`src/rtl/j1x_pkg.sv`:
```
// Shared definitions for the j1x stack CPU: instruction classes, ALU field
// positions, ALU op codes and the bus-stall FSM state type.
package j1x_pkg;

  // Instruction class, insn[W-1:W-3]. Any value with the top bit set is a literal.
  localparam logic [2:0] CLS_JUMP    = 3'b000;
  localparam logic [2:0] CLS_ZBRANCH = 3'b001;
  localparam logic [2:0] CLS_CALL    = 3'b010;
  localparam logic [2:0] CLS_ALU     = 3'b011;

  // Single-bit fields of an ALU instruction.
  localparam int BIT_R2PC  = 12;
  localparam int BIT_T2N   = 7;
  localparam int BIT_T2R   = 6;
  localparam int BIT_STORE = 5;

  typedef enum logic [3:0] {
    OP_T     = 4'h0,
    OP_N     = 4'h1,
    OP_ADD   = 4'h2,
    OP_AND   = 4'h3,
    OP_OR    = 4'h4,
    OP_XOR   = 4'h5,
    OP_INV   = 4'h6,
    OP_EQ    = 4'h7,
    OP_LT    = 4'h8,
    OP_RSH   = 4'h9,
    OP_DEC   = 4'hA,
    OP_R     = 4'hB,
    OP_LOAD  = 4'hC,
    OP_LSH   = 4'hD,
    OP_DEPTH = 4'hE,
    OP_ULT   = 4'hF
  } alu_op_e;

  typedef enum logic [0:0] {
    ST_RUN  = 1'b0,
    ST_WAIT = 1'b1
  } state_e;

endpackage

```
`src/rtl/j1x_stack.sv`:
```
// Register-file LIFO used for both the data and return stacks. The top entry
// is read combinationally at the pointer; the pointer wraps modulo depth and
// sticky flags record pushes past the top and pops below the bottom.
module j1x_stack #(
  parameter int WIDTH     = 32,
  parameter int DEPTH_LG2 = 5
) (
  input  logic                 clk,
  input  logic                 rst_n,
  input  logic                 en,
  input  logic                 we,
  input  logic [1:0]           delta,
  input  logic [WIDTH-1:0]     wdata,
  output logic [WIDTH-1:0]     top,
  output logic [DEPTH_LG2-1:0] ptr,
  output logic                 ovf,
  output logic                 unf
);

  logic [WIDTH-1:0]     mem [2**DEPTH_LG2];
  logic [DEPTH_LG2-1:0] ptr_next;

  // Two's-complement delta sign-extended to the pointer width.
  assign ptr_next = ptr + DEPTH_LG2'($signed(delta));
  assign top      = mem[ptr];

  // Entry write lands at the post-move pointer so a push fills the new slot.
  // NOTE: the storage array carries no reset; only the pointer defines which
  // entries are meaningful, and leaving it unreset keeps it a plain RAM.
  always_ff @(posedge clk) begin
    if (en && we) mem[ptr_next] <= wdata;
  end

  // Pointer movement and sticky overflow/underflow detection.
  always_ff @(posedge clk) begin
    if (!rst_n) begin
      ptr <= '0;
      ovf <= 1'b0;
      unf <= 1'b0;
    end else if (en) begin
      ptr <= ptr_next;
      if (delta == 2'b01 && (&ptr)) ovf <= 1'b1;
      if ((delta == 2'b11 && ptr == '0) ||
          (delta == 2'b10 && ptr < DEPTH_LG2'(2))) unf <= 1'b1;
    end
  end

endmodule

```
`src/rtl/j1x_core.sv`:
```
// j1x_core: parametrised j1-class stack CPU with a synchronous code ROM, a
// ready-handshaked data/IO bus and sticky stack fault flags.
// Optional interrupt support is compiled in with `define J1X_IRQ_EN.
module j1x_core
  import j1x_pkg::*;
#(
  parameter int WIDTH    = 32,
  parameter int ADDR_W   = 14,
  parameter int DSTK_LG2 = 5,
  parameter int RSTK_LG2 = 5
`ifdef J1X_IRQ_EN
  , parameter int IRQ_VEC = 1
`endif
) (
  input  logic              sys_clk_i,
  input  logic              sys_rst_n_i,
  output logic [ADDR_W-1:0] imem_addr_o,
  input  logic [WIDTH-1:0]  imem_data_i,
  output logic [ADDR_W-1:0] dbus_addr_o,
  output logic [WIDTH-1:0]  dbus_wdata_o,
  output logic              dbus_re_o,
  output logic              dbus_we_o,
  input  logic              dbus_ready_i,
  input  logic [WIDTH-1:0]  dbus_rdata_i,
  output logic              dstk_ovf_o,
  output logic              dstk_unf_o,
  output logic              rstk_ovf_o,
  output logic              rstk_unf_o
`ifdef J1X_IRQ_EN
  , input logic             irq_i
`endif
);

  logic                rst_n;
  logic [WIDTH-1:0]    insn;
  logic [2:0]          cls;
  logic                is_lit, is_alu, is_call;
  alu_op_e             op;
  logic [ADDR_W-1:0]   target;

  logic [ADDR_W-1:0]   pc, pc_next, pc_plus1;
  logic [WIDTH-1:0]    t, t_next, n, r, alu, shamt;
  logic [DSTK_LG2-1:0] dsp;
  logic [RSTK_LG2-1:0] rsp;
  state_e              state;

  logic                bus_rd, bus_wr, bus_req, retire, irq_take;
  logic [1:0]          d_delta, r_delta;
  logic                d_we, r_we;
  logic [WIDTH-1:0]    r_wdata;

  assign rst_n    = sys_rst_n_i;
  assign insn     = imem_data_i;
  assign cls      = insn[WIDTH-1:WIDTH-3];
  assign is_lit   = insn[WIDTH-1];
  assign is_alu   = (cls == CLS_ALU);
  assign is_call  = (cls == CLS_CALL);
  assign op       = alu_op_e'(insn[11:8]);
  assign target   = insn[ADDR_W-1:0];
  assign pc_plus1 = pc + ADDR_W'(1);
  assign shamt    = t % WIDTH'(WIDTH);

  // Requests are gated by reset so an aborted access drops immediately.
  assign bus_rd       = rst_n && is_alu && (op == OP_LOAD);
  assign bus_wr       = rst_n && is_alu && insn[BIT_STORE];
  assign bus_req      = bus_rd || bus_wr;
  assign dbus_re_o    = bus_rd;
  assign dbus_we_o    = bus_wr;
  assign dbus_addr_o  = t[ADDR_W-1:0];
  assign dbus_wdata_o = n;

  // In WAIT the held instruction always has a request, so only ready matters.
  assign retire = (state == ST_RUN) ? (!bus_req || dbus_ready_i) : dbus_ready_i;

`ifdef J1X_IRQ_EN
  localparam int BIT_RETI = 4;
  logic ie, after_call;
  assign irq_take = rst_n && (state == ST_RUN) && irq_i && ie && !bus_req &&
                    !(is_lit && after_call);
`else
  assign irq_take = 1'b0;
`endif

  // ALU result for the current T/N/R operands.
  always_comb begin
    alu = t;
    unique case (op)
      OP_T:     alu = t;
      OP_N:     alu = n;
      OP_ADD:   alu = t + n;
      OP_AND:   alu = t & n;
      OP_OR:    alu = t | n;
      OP_XOR:   alu = t ^ n;
      OP_INV:   alu = ~t;
      OP_EQ:    alu = {WIDTH{n == t}};
      OP_LT:    alu = {WIDTH{$signed(n) < $signed(t)}};
      OP_RSH:   alu = n >> shamt;
      OP_DEC:   alu = t - WIDTH'(1);
      OP_R:     alu = r;
      OP_LOAD:  alu = dbus_rdata_i;
      OP_LSH:   alu = n << shamt;
      OP_DEPTH: alu = WIDTH'({rsp, dsp});
      OP_ULT:   alu = {WIDTH{n < t}};
    endcase
  end

  // Instruction decode into next T, next PC and stack moves.
  // NOTE: every output is given a default first so no path leaves a value
  // unassigned, which would otherwise infer a latch.
  always_comb begin
    t_next  = t;
    pc_next = pc_plus1;
    d_delta = 2'b00;
    d_we    = 1'b0;
    r_delta = 2'b00;
    r_we    = 1'b0;
    r_wdata = t;
    if (irq_take) begin
`ifdef J1X_IRQ_EN
      pc_next = ADDR_W'(IRQ_VEC);
`endif
      r_delta = 2'b01;
      r_we    = 1'b1;
      r_wdata = WIDTH'(pc);
    end else if (is_lit) begin
      t_next  = {1'b0, insn[WIDTH-2:0]};
      d_delta = 2'b01;
      d_we    = 1'b1;
    end else begin
      case (cls)
        CLS_JUMP: pc_next = target;
        CLS_ZBRANCH: begin
          if (t == '0) pc_next = target;
          t_next  = n;
          d_delta = 2'b11;
        end
        CLS_CALL: begin
          pc_next = target;
          r_delta = 2'b01;
          r_we    = 1'b1;
          r_wdata = WIDTH'(pc_plus1);
        end
        default: begin
          t_next  = alu;
          if (insn[BIT_R2PC]) pc_next = r[ADDR_W-1:0];
          d_delta = insn[1:0];
          r_delta = insn[3:2];
          d_we    = insn[BIT_T2N];
          r_we    = insn[BIT_T2R];
        end
      endcase
    end
    if (!retire) pc_next = pc;
  end

  assign imem_addr_o = rst_n ? pc_next : '0;

  // PC, T and bus-stall state; everything holds while a bus access waits.
  // NOTE: sequential state uses non-blocking assignments so every register
  // samples pre-edge values regardless of block ordering.
  always_ff @(posedge sys_clk_i) begin
    if (!rst_n) begin
      pc    <= '0;
      t     <= '0;
      state <= ST_RUN;
    end else begin
      pc    <= pc_next;
      state <= retire ? ST_RUN : ST_WAIT;
      if (retire) t <= t_next;
    end
  end

`ifdef J1X_IRQ_EN
  // Interrupt enable and the call-then-literal guard.
  always_ff @(posedge sys_clk_i) begin
    if (!rst_n) begin
      ie         <= 1'b1;
      after_call <= 1'b0;
    end else begin
      if (irq_take) ie <= 1'b0;
      else if (retire && is_alu && insn[BIT_RETI]) ie <= 1'b1;
      if (retire) after_call <= !irq_take && is_call;
    end
  end
`endif

  j1x_stack #(.WIDTH(WIDTH), .DEPTH_LG2(DSTK_LG2)) u_dstk (
    .clk   (sys_clk_i),
    .rst_n (rst_n),
    .en    (retire),
    .we    (d_we),
    .delta (d_delta),
    .wdata (t),
    .top   (n),
    .ptr   (dsp),
    .ovf   (dstk_ovf_o),
    .unf   (dstk_unf_o)
  );

  j1x_stack #(.WIDTH(WIDTH), .DEPTH_LG2(RSTK_LG2)) u_rstk (
    .clk   (sys_clk_i),
    .rst_n (rst_n),
    .en    (retire),
    .we    (r_we),
    .delta (r_delta),
    .wdata (r_wdata),
    .top   (r),
    .ptr   (rsp),
    .ovf   (rstk_ovf_o),
    .unf   (rstk_unf_o)
  );

endmodule

```
`config.mk`:
```
export PLATFORM = sky130hd
export DESIGN_NAME = j1x_core
export DESIGN_NICKNAME = d
export VERILOG_FILES = /design/src/rtl/j1x_pkg.sv /design/src/rtl/j1x_stack.sv /design/src/rtl/j1x_core.sv
export SDC_FILE = /design/constraint.sdc
export NUM_CORES = 2
export LEC_CHECK = 0
export BUFFER_PORTS_ARGS = -buffer_cell sky130_fd_sc_hd__buf_2
export CAP_MARGIN = 20
export CORE_UTILIZATION = 45
export CTS_CLUSTER_DIAMETER = 80
export DETAILED_ROUTE_END_ITERATION = 8
export PLACE_DENSITY = 0.7
export SLEW_MARGIN = 20
export SYNTH_ARGS = -nofsm -noshare
export SYNTH_HDL_FRONTEND = slang
export SYNTH_SLANG_ARGS = --single-unit
```
`constraint.sdc`:
```
create_clock -name sys_clk_i -period 6.33 [get_ports sys_clk_i]
set_input_delay 0.9495 -clock sys_clk_i [delete_from_list [all_inputs] [get_ports sys_clk_i]]
set_output_delay 0.9495 -clock sys_clk_i [all_outputs]
set_load 0.05 [all_outputs]
```
==> results.toml <==
[clocking]
cts_tree = "yes"
numCtsBuffers = 203
clock-sinks = 2119
path_clk_slew_ps = 60
clock_path_buffers = 3
htreeDepth = 4
clock_latency_ps = 870
root_buffer = "clkbuf_16"

[detailed_routing]
vias_per_cell = 6.389
routed_wl_um = 287200
drtIter0Drc = 7168
route.detailed.wl_per_inst_um = 34.03
dr.pass1.iters = 7
drc = 0
final_antenna_net_count = 0
vias = 53929

[worst_setup_path]
cp-start-kind = "flop"
crit_family = "buffers and inverters"
critPathBufInv = 7
path_max_fanout = 50
reg2reg_depth = 19
required_ps = 7040
critPathCaptureType = "flop"
reg2reg_to = "t[8]"
critPathArrivalTime_ps = 6790
critPathSlowestCell = "a2111oi_0"
cp_slowest_stage_delay_ps = 560
crit_chain = "buf_16 -> buf_4 -> buf_4 -> buf_4 -> mux4_2 -> a22oi_1 -> nand4_1 -> buf_4 -> inv_1 -> ha_1 -> nor4_1 -> nand4_1 -> a31o_2 -> and4b_1 -> nor3_1 -> buf_4 -> nand4_1 -> a2111oi_0 -> o22ai_1"
cp_common_cell = "buf_4"
worstSetupPathType = "flop to flop"
rrSetupSlack_ps = 250

[yosys]
synth_nets = 5450
synth_edf_count = 2048
syn_inst = 5236
yosysUniqueCellTypes = 91
ys_ff_latch = 2119
synth_flop_cell = "edfxtp_1"
syn_avg_cell_area_um2 = 17.52
synth_top_area_frac = 0.6705
yosysSeqAreaShare = 0.6860
yosys-top-cells-area = "edfxtp_1 (67%), mux4_2 (12%), mux2i_1 (3.4%), ha_1 (2.0%), dfxtp_1 (1.5%)"
synth_top_area_cell = "edfxtp_1"
async_reset_ff_frac = 0
yosys_warnings = 0
syn_area_mm2 = 0.09172

[timing]
period_needed_ps = 6078
finClkSkew_ps = 38.33
timing.slew.headroom = 0.2192
period_share = 0.9602
hold_viol = 0
finalSetupViolations = 0
slew_violations = 0
tightest_slew_ps = 1159
hold_ws_ps = 480.3
rsz0062_at_grt = "false"
fmax_ghz = 0.1645
tns_ps = 0

[cells_and_area]
design_area_mm2 = 0.1044
area_delta_synth_final_pct = 13.84
num-fill-cells = 16051
final_common_cell = "edfxtp_1"
nets = 5804
drive_gt1_frac = 0.2545
final_cell_mix = "edfxtp_1 (2048), mux4_2 (496), buf_4 (324), mux2i_1 (310), nand2_1 (232)"

[global_routing]
grt_max_degree = 97
grt_first_pass_wirelength_um = 401700
antenna_found_initial = 15
globalRouteTotalUtil = 0.2773
first_global_vias = 52808
grt_overflow = 0

[place]
placed_area_mm2 = 0.09780
portBuffers = 132
place.gp.congestion = 1.071
hpwlAfterDp_um = 183300

[run]
maxCapViolations = 0

[floorplanning]
rows = 165
ioPinCount = 133
die_y_um = 453.5
die_w_um = 453.5
start_util = 0.4533
dieArea_mm2 = 0.2056
core_mm2 = 0.2023

[worst_hold_path]
min_from = "u_rstk.ovf"
hold_depth = 1
hold_class = "flop to flop"
holdPathEnd = "u_rstk.ovf"

[power_and_ir_drop]
p_per_area_mw_per_mm2 = 361.9
p_leak_uw = 0.03404
ir_drop_mv = 0.3032

[status]
status = "finished, final reports clean"
==> cell usage after synthesis, drive strengths merged, types with 22 or more instances <==
cell type and number:
edfxtp 2048, mux4 509, mux2i 312, nor2 272
nand2 233, buf 174, clkbuf 169, a22oi 164
a21oi 150, ha 144, o21ai 110, nand3 94
inv 88, dfxtp 71, xnor2 46, nor3 44
a221oi 41, o22ai 38, a31oi 37, and3 34
o211ai 32, nand2b 27, nand4 26, and2 25
mux2 24, o221ai 24, nor2b 22, nor4 22
==> how the worst max path moves through the flow <==
stage / endpoint / cells past startpoint / startpoint / slack [ps]
final: t[8] / 19 / flop / 250
after global routing: t[30] / 21 / flop / 20
after CTS: t[31] / 24 / flop / 120
after detailed placement: t[31] / 24 / flop / 130
after global placement: t[31] / 25 / flop / 180
after floorplan: t[31] / 24 / flop / 320
==> kinds of logic (layout without fill, tap and decap cells) <==
| logic type | after synthesis | count (layout) | share of synthesized area |
|---|---|---|---|
| buffers and inverters | 437 | 962 | 0.02301 |
| other | 0 | 8 | 0 |
| flip-flops | 2119 | 2119 | 0.6860 |
| multiplexers | 845 | 845 | 0.1627 |
| AO/OA/AOI/OAI | 777 | 777 | 0.05843 |
| adder cells (fa/ha/maj) | 147 | 147 | 0.02030 |
| XOR/XNOR | 62 | 62 | 0.005921 |
| AND/OR/NAND/NOR | 849 | 849 | 0.04364 |
==> per-stage QoR <==
step	power [µW]	util	cells	worst slack, ps
2_1_floorplan	22140	-	5236	316.3
3_3_place_gp	25910	0.4834	8051	179.5
3_5_place_dp	25970	0.4834	8051	130.8
4_1_cts	37710	0.5153	8427	120.5
5_1_grt	38880	0.5160	8434	16.52
6_report	37780	0.5160	8441	252.0
==> layout make-up <==
class                           instances  area [µm²]  share of cell area
Inverter                               92       345.3            0.003308
Antenna cell                            8       20.02           0.0001917
Clock buffer                          254        5396             0.05169
Tap cell                             2672        3343             0.03202
Timing Repair Buffer                  494        3847             0.03685
Clock inverter                        122        1061             0.01016
Sequential cell                      2119       62960              0.6031
Multi-Input combinational cell       2680       27430              0.2627
==> flip-flops by register name, summed over array words and instances (netlist names), named ones only <==
signal,cells
t,32
state,1
u_dstk.mem,1024
pc,14
u_dstk.unf,1
u_dstk.ovf,1
u_dstk.ptr,5
u_rstk.mem,1024
u_rstk.ovf,1
u_rstk.ptr,5
u_rstk.unf,1
==> power by group <==
group | internal (µW) | switching (µW)
combinational | 3130 | 6440
clock | 6570 | 5270
sequential | 16200 | 226
total | 25900 | 11900
==> layer usage <==
layer,vias to the layer above,track usage,part of all wire
met5,-,0,0.000045
met2,3159,0.4526,0.49
met1,28004,0.3545,0.37
met3,695,0.05255,0.088
li1,22069,-,-
met4,2,0.1416,0.057
==> worst register-to-register path, cell delays in order (launching register included) <==
cell,delay [ps]
dfxtp_4,470
buf_16,320
buf_4,290
buf_4,330
buf_4,310
mux4_2,330
a22oi_1,420
nand4_1,320
buf_4,320
inv_1,120
ha_1,280
nor4_1,190
nand4_1,260
a31o_2,310
and4b_1,180
nor3_1,240
buf_4,320
nand4_1,190
a2111oi_0,560
o22ai_1,180
==> repair_timing <==
item / 4_1_cts / 5_1_grt
gates resized for setup: 0 / 3
buffers inserted: 0 / 4
hold buffers: 0 / 0
setup endpoints to repair: 0 / 9
No activity file was read; power rests on OpenSTA's default activity.
